$ cat src/rtl/tri_pkg.sv
// Shared types and widths for the triangle rasterizer host: coordinate and grid sizes,
// the host state encoding, and the vertex payload.
package tri_pkg;
  localparam int unsigned COORD_W = 3;
  localparam int unsigned GRID    = 8;
  localparam int unsigned PIX_W   = 7;
  localparam int unsigned NPIX    = GRID * GRID;
  localparam int unsigned IDX_W   = 2 * COORD_W;
  localparam int unsigned TIMER_W = 8;

  typedef enum logic [2:0] {
    IDLE      = 3'd0,
    V1        = 3'd1,
    V2        = 3'd2,
    V3        = 3'd3,
    WAIT_BUSY = 3'd4,
    RUN       = 3'd5,
    DONE      = 3'd6
  } state_t;

  typedef struct packed {
    logic [COORD_W-1:0] x;
    logic [COORD_W-1:0] y;
  } vertex_t;
endpackage

$ cat src/rtl/tri_bitmap.sv
// 8x8 point accumulator: set/clear, duplicate detection, distinct-point count and
// registered row readback that returns the bitmap as it stood before any same-cycle set.
module tri_bitmap
  import tri_pkg::*;
(
  input  logic               clk,
  input  logic               reset,
  input  logic               clr,
  input  logic               set_en,
  input  logic [COORD_W-1:0] set_x,
  input  logic [COORD_W-1:0] set_y,
  input  logic               rd_en,
  input  logic [COORD_W-1:0] rd_row,
  output logic [PIX_W-1:0]   pix_count,
  output logic               dup_seen,
  output logic [GRID-1:0]    rd_data,
  output logic               rd_valid
);
  logic [NPIX-1:0]  bits_q;
  logic [IDX_W-1:0] idx_c;
  logic [IDX_W-1:0] row_base_c;
  logic             hit_c;

  assign idx_c      = {set_y, set_x};
  assign row_base_c = {rd_row, COORD_W'(0)};
  assign hit_c      = bits_q[idx_c];

  always_ff @(posedge clk or posedge reset) begin
    if (reset) begin
      bits_q    <= '0;
      pix_count <= '0;
      dup_seen  <= 1'b0;
      rd_data   <= '0;
      rd_valid  <= 1'b0;
    end else begin
      rd_valid <= rd_en;
      if (rd_en) rd_data <= bits_q[row_base_c +: GRID];
      if (clr) begin
        bits_q    <= '0;
        pix_count <= '0;
        dup_seen  <= 1'b0;
      end else if (set_en) begin
        if (hit_c) begin
          dup_seen <= 1'b1;
        end else begin
          bits_q[idx_c] <= 1'b1;
          pix_count     <= pix_count + PIX_W'(1);
        end
      end
    end
  end
endmodule

$ cat src/rtl/tri_host.sv
// Host-side driver for the 8x8 triangle rasterizer: takes one descriptor, loads the
// three vertices, supervises busy with timeouts and collects emitted points.
module tri_host
  import tri_pkg::*;
#(
  parameter int unsigned START_TIMEOUT = 4,
  parameter int unsigned RUN_TIMEOUT   = 200
) (
  input  logic               clk,
  input  logic               reset,
  input  logic               cmd_valid,
  output logic               cmd_ready,
  input  logic [COORD_W-1:0] cmd_x1,
  input  logic [COORD_W-1:0] cmd_y1,
  input  logic [COORD_W-1:0] cmd_x2,
  input  logic [COORD_W-1:0] cmd_y2,
  input  logic [COORD_W-1:0] cmd_x3,
  input  logic [COORD_W-1:0] cmd_y3,
  output logic               nt,
  output logic [COORD_W-1:0] xi,
  output logic [COORD_W-1:0] yi,
  input  logic               busy,
  input  logic               po,
  input  logic [COORD_W-1:0] xo,
  input  logic [COORD_W-1:0] yo,
  output logic               done,
  output logic               err_timeout,
  output logic [PIX_W-1:0]   pix_count,
  output logic               dup_seen,
  input  logic               rd_en,
  input  logic [COORD_W-1:0] rd_row,
  output logic [GRID-1:0]    rd_data,
  output logic               rd_valid
);
  state_t             state, state_d;
  logic [TIMER_W-1:0] timer, timer_d;
  vertex_t            v2_q, v3_q;
  logic               accept_c;
  logic               nt_d, done_d, err_d, cmd_ready_d;
  logic [COORD_W-1:0] xi_d, yi_d;

  // State, timer, vertex latch and registered outputs
  always_ff @(posedge clk or posedge reset) begin
    if (reset) begin
      state       <= IDLE;
      timer       <= '0;
      v2_q        <= '0;
      v3_q        <= '0;
      cmd_ready   <= 1'b0;
      nt          <= 1'b0;
      xi          <= '0;
      yi          <= '0;
      done        <= 1'b0;
      err_timeout <= 1'b0;
    end else begin
      state       <= state_d;
      timer       <= timer_d;
      cmd_ready   <= cmd_ready_d;
      nt          <= nt_d;
      xi          <= xi_d;
      yi          <= yi_d;
      done        <= done_d;
      err_timeout <= err_d;
      if (accept_c) begin
        v2_q <= '{x: cmd_x2, y: cmd_y2};
        v3_q <= '{x: cmd_x3, y: cmd_y3};
      end
    end
  end

  // Next state; outputs are decoded from the next state so they align with it.
  // Vertex 1 goes straight from the command inputs into xi/yi on the accept edge.
  always_comb begin
    state_d  = state;
    accept_c = 1'b0;
    err_d    = err_timeout;
    nt_d     = 1'b0;
    done_d   = 1'b0;
    xi_d     = '0;
    yi_d     = '0;
    case (state)
      IDLE: begin
        if (cmd_valid && cmd_ready && !busy) begin
          accept_c = 1'b1;
          err_d    = 1'b0;
          state_d  = V1;
        end
      end
      V1: state_d = V2;
      V2: state_d = V3;
      V3: state_d = WAIT_BUSY;
      WAIT_BUSY: begin
        if (busy) begin
          state_d = RUN;
        end else if (timer == TIMER_W'(START_TIMEOUT - 1)) begin
          err_d   = 1'b1;
          state_d = DONE;
        end
      end
      RUN: begin
        if (!busy) begin
          state_d = DONE;
        end else if (timer == TIMER_W'(RUN_TIMEOUT - 1)) begin
          err_d   = 1'b1;
          state_d = DONE;
        end
      end
      DONE:    state_d = IDLE;
      default: state_d = IDLE;
    endcase

    case (state_d)
      V1: begin
        nt_d = 1'b1;
        xi_d = cmd_x1;
        yi_d = cmd_y1;
      end
      V2: begin
        xi_d = v2_q.x;
        yi_d = v2_q.y;
      end
      V3: begin
        xi_d = v3_q.x;
        yi_d = v3_q.y;
      end
      DONE:    done_d = 1'b1;
      default: ;
    endcase

    cmd_ready_d = (state_d == IDLE) && !busy;

    if (state_d != state) timer_d = '0;
    else if (timer == '1) timer_d = timer;
    else                  timer_d = timer + TIMER_W'(1);
  end

  tri_bitmap u_bitmap (
    .clk       (clk),
    .reset     (reset),
    .clr       (accept_c),
    .set_en    ((state == RUN) && po),
    .set_x     (xo),
    .set_y     (yo),
    .rd_en     (rd_en),
    .rd_row    (rd_row),
    .pix_count (pix_count),
    .dup_seen  (dup_seen),
    .rd_data   (rd_data),
    .rd_valid  (rd_valid)
  );
endmodule

$ cat config.mk
export PLATFORM = sky130hd
export DESIGN_NAME = tri_host
export DESIGN_NICKNAME = d
export VERILOG_FILES = /design/src/rtl/tri_pkg.sv /design/src/rtl/tri_bitmap.sv /design/src/rtl/tri_host.sv
export SDC_FILE = /design/constraint.sdc
export NUM_CORES = 1
export LEC_CHECK = 0
export CAP_MARGIN = 15
export CORE_ASPECT_RATIO = 1.2
export CORE_MARGIN = 2
export CORE_UTILIZATION = 45
export DETAILED_ROUTE_END_ITERATION = 10
export MAX_ROUTING_LAYER = met4
export PLACE_DENSITY = 0.63
export SLEW_MARGIN = 20
export SYNTH_ARGS = -nofsm -noshare
export SYNTH_HDL_FRONTEND = slang
export SYNTH_SLANG_ARGS = --single-unit
$ cat constraint.sdc
create_clock -name clk -period 4.15 [get_ports clk]
set_clock_uncertainty 0.05 [all_clocks]
set_input_delay 0.83 -clock clk [delete_from_list [all_inputs] [get_ports clk]]
set_output_delay 0.83 -clock clk [all_outputs]
set_load 0.005 [all_outputs]
==> metrics.md, run 1 <==
| Metric | Value |
|---|---|
| Critical setup path kind | `in -> reg` |
| WP data arrival | `3.64 ns` |
| Reg2reg start | `u_bitmap.bits_q[46]$_DFFE_PP0P_` |
| Worst r2r path cells | `8` |
| Fin. Hold Viols | `0` |
| Detailed Route WL | `14800 µm` |
| DR iter-0 viols | `387` |
| H-tree depth | `4` |
| Die Width | `about 110 µm` |
| Final slew viol count | `0` |
| PD cells | `between 400 and 500 nW/µm²` |
| Layout cells sized above 1 | `0.132` |
| DRC errors left | `0` |
| Unrepaired setup endpoints after global routing | `false` |
| Core ar. | `12500 µm²` |
| Register share of total power | `0.408` |
| Combinational power share | `0.174` |
| Syn Nets | `597` |
| Reg clk slew, reported paths | `0.05 ns` |
| Synthesis-to-layout area growth | `23.9%` |
| Post-CTS Resized | `0` |
| CP endpoint | `u_bitmap.bits_q[48]$_DFFE_PP0P_` |
| HP Class | `reg -> reg` |
| Syn Inst Count | `562` |
| Crit start category | `input pin` |
| Mapped cell area | `5710 µm²` |
| Internal Power | `2.54 mW` |
| Top Ports | `60` |
| Die footprint | `13600 µm²` |
| Vias per std cell | `5.80` |
| FP Rows | `45` |
| Die span in y | `between 100 and 150 µm` |
| Min cycle time layout | `between 3 and 4 ns` |
| YS warnings | `0` |
| Outcome | `completed` |
| Fin util | `0.566` |
| Period utilisation layout | `0.816` |
| Diodes inserted | `0` |
| EDFF count, synth | `0` |
| Post-synthesis sequential area ratio | `0.500` |
| Worst slew pin tran | `1.00 ns` |
| Count leader, synth | `nand2_1` |
| Vias in the first global route | `4573` |
| DRT antenna net count | `0` |
| Top cells by count, synth | `nand2_1 (120), dfrtp_1 (114), o21ai_0 (55)` |
| Flop-to-flop setup slack | `1.50 ns` |
| Max Cap Viol | `0` |
| Synth Flop Type | `dfrtp_1` |
| Placer's final routability congestion estimate | `~0.9` |
| Max-slew headroom | `0.330` |
| CTS tree | `yes` |
| CTS Buf Count | `17` |
| Starting Density | `0.457` |
| FMAX | `~300 MHz` |
| Final setup violation count | `0` |
| Syn_area_per_cell | `10.2 µm²` |
| Clk sinks | `roughly 110` |
| Count of cell types in the netlist | `54` |
| Setup_tns | `0 ns` |
| Grt total ovfl | `0` |
| Critical path launch point | `xo[0]` |
| Pwr Total | `3.49 mW` |
| Pleak | `3.06 nW` |
| Crit Reg-Reg Endpoint | `u_bitmap.bits_q[48]$_DFFE_PP0P_` |
| Initial antenna violation count | `0` |
| Max VDD drop | `roughly 0.00028 V` |
| Hold_ws | `approximately 0.43 ns` |
| CP required | `4.40 ns` |
| Post-synth top area share | `0.500` |
| Switch Pwr | `950 µW` |
| Synth Register Bits | `114` |
| CP max FO | `25` |
| 1st-pass router iterations | `6` |
| GRT Total Usage | `0.241` |
| IO Port Bufs | `59` |
| Hold_buf cts | `0` |
| First-pass GRT wire length | `24400 µm` |
| Clk_lat worst skew | `a little over 0.4 ns` |
| CP Capture Type | `flip-flop` |
| Clock share of power | `0.418` |
| Root buffer cell | `clkbuf_16` |
| Fillers | `around 1100` |
| Via count | `4603` |
| Sw Ratio | `0.272` |
| Setup Buffers After CTS | `0` |
| Largest net degree at the start of global routing | `86` |
| Routed WL per cell | `around 19 µm` |
| Leading area contributor after synthesis | `dfrtp_1` |
| Clk buf depth | `2` |
| Layout net count | `651` |
| Top post-synthesis cells by area | `dfrtp_1 (50%), mux4_2 (9.1%), nand2_1 (7.9%), o21ai_0 (4.8%), mux2i_1 (2.6%)` |
| Ys async rst share | `1.00` |
| Placed wire-length estimate | `10200 µm` |
power groups by stage:
stage               sequential (mW)  clock, mW  combinational, mW
global route                   1.45       1.54              0.681
floorplan                      1.39          0              0.384
global placement               1.43          0              0.600
CTS                            1.42       1.49              0.617
finish                         1.42       1.46              0.608
detailed placement             1.43          0              0.616
cell usage in the layout (no fill, tap or decap), types with 5 or more instances in the layout:
| cell | count |
|---|---|
| o31ai_1 | 16 |
| or3b_2 | 6 |
| nand3_1 | 21 |
| buf_4 | 9 |
| nor3_1 | 5 |
| a21boi_0 | 7 |
| nand3b_1 | 13 |
| o21ai_0 | 55 |
| mux4_2 | 23 |
| nand4_1 | 5 |
| a21oi_1 | 18 |
| mux2i_1 | 15 |
| clkbuf_8 | 5 |
| clkdlybuf4s50_1 | 59 |
| dfrtp_1 | 114 |
| clkbuf_16 | 17 |
| inv_1 | 10 |
| a222oi_1 | 6 |
| nand2_1 | 120 |
| nor2_1 | 28 |
cells by family after synthesis:
logic type / count (synthesis) / synth area share
muxes: 41 / 0.123
DFF: 114 / 0.500
xor gates and xnor gates: 5 / 0.00767
and+or+nand+nor: 231 / 0.196
AOI/OAI and AO/OA: 121 / 0.134
buffers and inverters: 48 / 0.0359
adders and majority gates: 2 / 0.00438
critical path, stage by stage:
cell and delay, ns:
clkdlybuf4s50_1 0.54, buf_4 0.27, nand3b_1 0.15, a21boi_0 0.09, o41ai_1 0.40, a21boi_0 0.18, buf_4 0.19, nor3_4 0.32
buf_4 0.19, nand3_2 0.16, o31ai_1 0.31
area by class of cell:
class	count	area (µm²)	share of cell area
timing repair buffer	71	718	0.101
sequential	114	2850	0.403
multi-input combinational	400	2650	0.375
tap	164	205	0.0290
clock buffer	23	498	0.0704
inverter	12	47.5	0.00672
clock inverter	9	103	0.0145
worst min path at each step:
stage                              from                   to  slack (ns)  cells after the start
global placement    v3_q[0]$_DFFE_PP0P_  v3_q[0]$_DFFE_PP0P_        0.41                      2
detailed placement  v3_q[1]$_DFFE_PP0P_  v3_q[1]$_DFFE_PP0P_        0.42                      2
floorplan           v3_q[0]$_DFFE_PP0P_  v3_q[0]$_DFFE_PP0P_        0.39                      2
global route        v3_q[3]$_DFFE_PP0P_  v3_q[3]$_DFFE_PP0P_        0.46                      2
finish              v2_q[4]$_DFFE_PP0P_  v2_q[4]$_DFFE_PP0P_        0.43                      2
CTS                 v2_q[4]$_DFFE_PP0P_  v2_q[4]$_DFFE_PP0P_        0.43                      2
flip-flops by register name, summed over array words and instances, names as in the netlist:
| name | flops |
|---|---|
| v3_q | 6 |
| u_bitmap.rd_data | 8 |
| err_timeout | 1 |
| state | 3 |
| nt | 1 |
| yi | 3 |
| xi | 3 |
| done | 1 |
| u_bitmap.pix_count | 7 |
| u_bitmap.bits_q | 64 |
| cmd_ready | 1 |
| timer | 8 |
| v2_q | 6 |
| u_bitmap.dup_seen | 1 |
| u_bitmap.rd_valid | 1 |
layer usage:
metal,vias up,part of all wire,GRT usage
met1,2280,0.43,0.314
met2,168,0.49,0.378
met4,0,0.022,0.0886
met5,-,0,-
li1,2131,-,-
met3,24,0.055,0.0459
metrics by stage:
step | worst slack, ns | area (µm²) | std cells
floorplan | 0.254 | 5710 | 562
global placement | 0.434 | 6480 | 761
detailed placement | 0.405 | 6480 | 761
CTS | 0.756 | 7080 | 793
global route | 0.492 | 7080 | 793
finish | 0.765 | 7080 | 793
(Power assumes the default switching activity.)
==> inputs of run 2 (changes only) <==
==> constraint.sdc (replaced) <==
create_clock -name clk -period 3.2 [get_ports clk]
set_clock_uncertainty 0.05 [all_clocks]
set_input_delay 0.64 -clock clk [delete_from_list [all_inputs] [get_ports clk]]
set_output_delay 0.64 -clock clk [all_outputs]
set_load 0.005 [all_outputs]
==> run 2 against run 1 <==
Effect of this change:
- final area increased by 3.9%
- cell count increased by 3.3%
- critical path depth is the same
- total power up 36%
- largest cell class unchanged
- first-iteration DRC count fell by 10%
- die area stayed put
- non-clock buffer count up 26
==> metrics.md, run 2 (synthesized netlist as in run 1, its figures left out) <==
| Metric | Value |
|---|---|
| Routed WL per cell | `18.7 µm (about the same)` |
| Layout cells sized above 1 | `0.174 (was 0.132)` |
| Die span in y | `127 µm (unchanged)` |
| Initial antenna violation count | `0 (unchanged)` |
| Min cycle time layout | `3.12 ns` |
| Placed wire-length estimate | `10400 µm (was 10200 µm)` |
| CTS Buf Count | `17 (unchanged)` |
| DR iter-0 viols | `348 (was 387)` |
| Outcome | `completed (unchanged)` |
| Multi-input gate area | `2680 µm² (was 2650 µm²)` |
| HP Class | `reg -> reg (unchanged)` |
| Max reg flops | `64 (unchanged)` |
| Hold_ws | `0.434 ns (was 0.432 ns)` |
| CTS tree | `yes (unchanged)` |
| Pwr Total | `4.75 mW (was 3.49 mW)` |
| Starting Density | `0.457 (unchanged)` |
| Reg clk slew, reported paths | `0.06 ns (was 0.05 ns)` |
| WP data arrival | `3.38 ns (was 3.64 ns)` |
| Core ar. | `12500 µm² (unchanged)` |
| Root buffer cell | `clkbuf_16 (unchanged)` |
| Top Ports | `60 (unchanged)` |
| Via count | `4779 (was 4603)` |
| Largest net degree at the start of global routing | `104 (was 86)` |
| FMAX | `320 MHz` |
| Max Cap Viol | `0 (unchanged)` |
| Post-CTS Resized | `0 (unchanged)` |
| Die footprint | `13600 µm² (unchanged)` |
| Max VDD drop | `0.000358 V (was 0.000281 V)` |
| CP Capture Type | `flip-flop (unchanged)` |
| Largest registers | `u_bitmap.bits_q (64), timer (8), u_bitmap.rd_data (8) (unchanged)` |
| DRT antenna net count | `0 (unchanged)` |
| Most common library cell in the layout ignoring fill and taps | `nand2_1 (unchanged)` |
| 1st-pass router iterations | `6 (unchanged)` |
| Diodes inserted | `0 (unchanged)` |
| Pleak | `3.22 nW (was 3.06 nW)` |
| Final slew viol count | `0 (unchanged)` |
| Crit start category | `input pin (unchanged)` |
| Storage cell area | `2850 µm² (unchanged)` |
| Hold_buf cts | `0 (unchanged)` |
| Most frequent cells in the layout | `nand2_1 (120), dfrtp_1 (114), clkdlybuf4s50_1 (59), o21ai_0 (54), buf_4 (35) (was nand2_1 (120), dfrtp_1 (114), clkdlybuf4s50_1 (59), o21ai_0 (55), nor2_1 (28))` |
| Period utilisation layout | `0.975` |
| CP required | `3.46 ns (was 4.40 ns)` |
| Layout net count | `677 (was 651)` |
| Worst slew pin tran | `1.00 ns (about the same)` |
| Clk sinks | `114 (unchanged)` |
| FP Rows | `45 (unchanged)` |
| Clk buf depth | `2 (unchanged)` |
| Die Width | `107 µm (unchanged)` |
| DRC errors left | `0 (unchanged)` |
| GRT Total Usage | `0.243 (was 0.241)` |
| Final setup violation count | `0 (unchanged)` |
| Largest reg by FF count | `u_bitmap.bits_q (unchanged)` |
| IO Port Bufs | `59 (unchanged)` |
| Placer's final routability congestion estimate | `0.950 (was 0.913)` |
| Vias per std cell | `5.84 (was 5.80)` |
| CP max FO | `14 (was 25)` |
| Fillers | `1066 (was 1108)` |
| Max-slew headroom | `0.329 (was 0.330)` |
| H-tree depth | `4 (unchanged)` |
| First-pass GRT wire length | `24700 µm (was 24400 µm)` |
| Critical setup path kind | `in -> reg (unchanged)` |
| Vias in the first global route | `4816 (was 4573)` |
| Synthesis-to-layout area growth | `28.8% (was 23.9%)` |
| Detailed Route WL | `15300 µm (was 14800 µm)` |
| Fin. Hold Viols | `0 (unchanged)` |
| Clk_lat worst skew | `0.42 ns (was 0.41 ns)` |
| Setup Buffers After CTS | `0 (unchanged)` |
| PD cells | `646 nW/µm² (was 494 nW/µm²)` |
| Grt total ovfl | `0 (unchanged)` |
run 2: cell count changes in the layout (fill, tap and decap cells not counted), moves of 3 or more:
cell,before,now
buf_4,9,35
clkbuf_8,5,0
bufinv_16,2,5
clkinv_2,4,1
clkinv_4,0,3
inv_6,0,3
run 2: layout make-up:
class,instances,area share
timing repair buffer,97,0.124
clock buffer,17,0.0579
inverter,12,0.00664
clock inverter,15,0.0313
sequential,114,0.388
multi-input combinational,400,0.364
tap,164,0.0279
run 2: final timing paths:
path,start,to,slack [ns],cells after the start
setup / recovery,xo[0],u_bitmap.pix_count[5]$_DFFE_PP0P_,0.08,11
hold / removal,v2_q[3]$_DFFE_PP0P_,v2_q[3]$_DFFE_PP0P_,0.43,2
setup reg to reg,timer[0]$_DFFE_PP0P_,timer[4]$_DFFE_PP0P_,0.56,8
hold reg to reg,v2_q[3]$_DFFE_PP0P_,v2_q[3]$_DFFE_PP0P_,0.43,2
max in group asynchronous,reset,u_bitmap.bits_q[56]$_DFFE_PP0P_,1.80,3
min in group asynchronous,reset,timer[5]$_DFFE_PP0P_,0.48,2
run 2: worst max-delay path, stage by stage:
cell	delay, ns
clkdlybuf4s50_1	0.48
buf_4	0.21
buf_4	0.15
nand3b_1	0.08
a21oi_1	0.08
o41ai_1	0.48
a21boi_0	0.18
buf_4	0.18
or3_1	0.41
o31a_1	0.31
o21a_1	0.18
run 2: metrics by stage:
| stage | std cells | utilization | area, µm² | setup slack (ns) | setup TNS [ns] |
|---|---|---|---|---|---|
| floorplan | 562 | - | 5710 | 0.286 | 0 |
| global placement | 787 | 0.534 | 6670 | -0.295 | -13.39 |
| detailed placement | 787 | 0.534 | 6670 | -0.366 | -17.72 |
| CTS | 819 | 0.586 | 7330 | 0.0844 | 0 |
| global route | 819 | 0.588 | 7350 | -0.0431 | -0.122 |
| finish | 819 | 0.588 | 7350 | 0.0787 | 0 |
run 2: power by group:
group | total [mW] | switching (mW) | internal, mW
Combinational | 0.814 | 0.398 | 0.416
Sequential | 1.85 | 0.187 | 1.66
Clock | 2.10 | 0.707 | 1.39
run 2: routing by layer:
metal	vias up	GRT usage	routed length, µm
li1	2189	-	-
met1	2328	0.302	6420
met2	216	0.367	7340
met3	46	0.0561	901
met4	0	0.135	671
met5	-	-	0
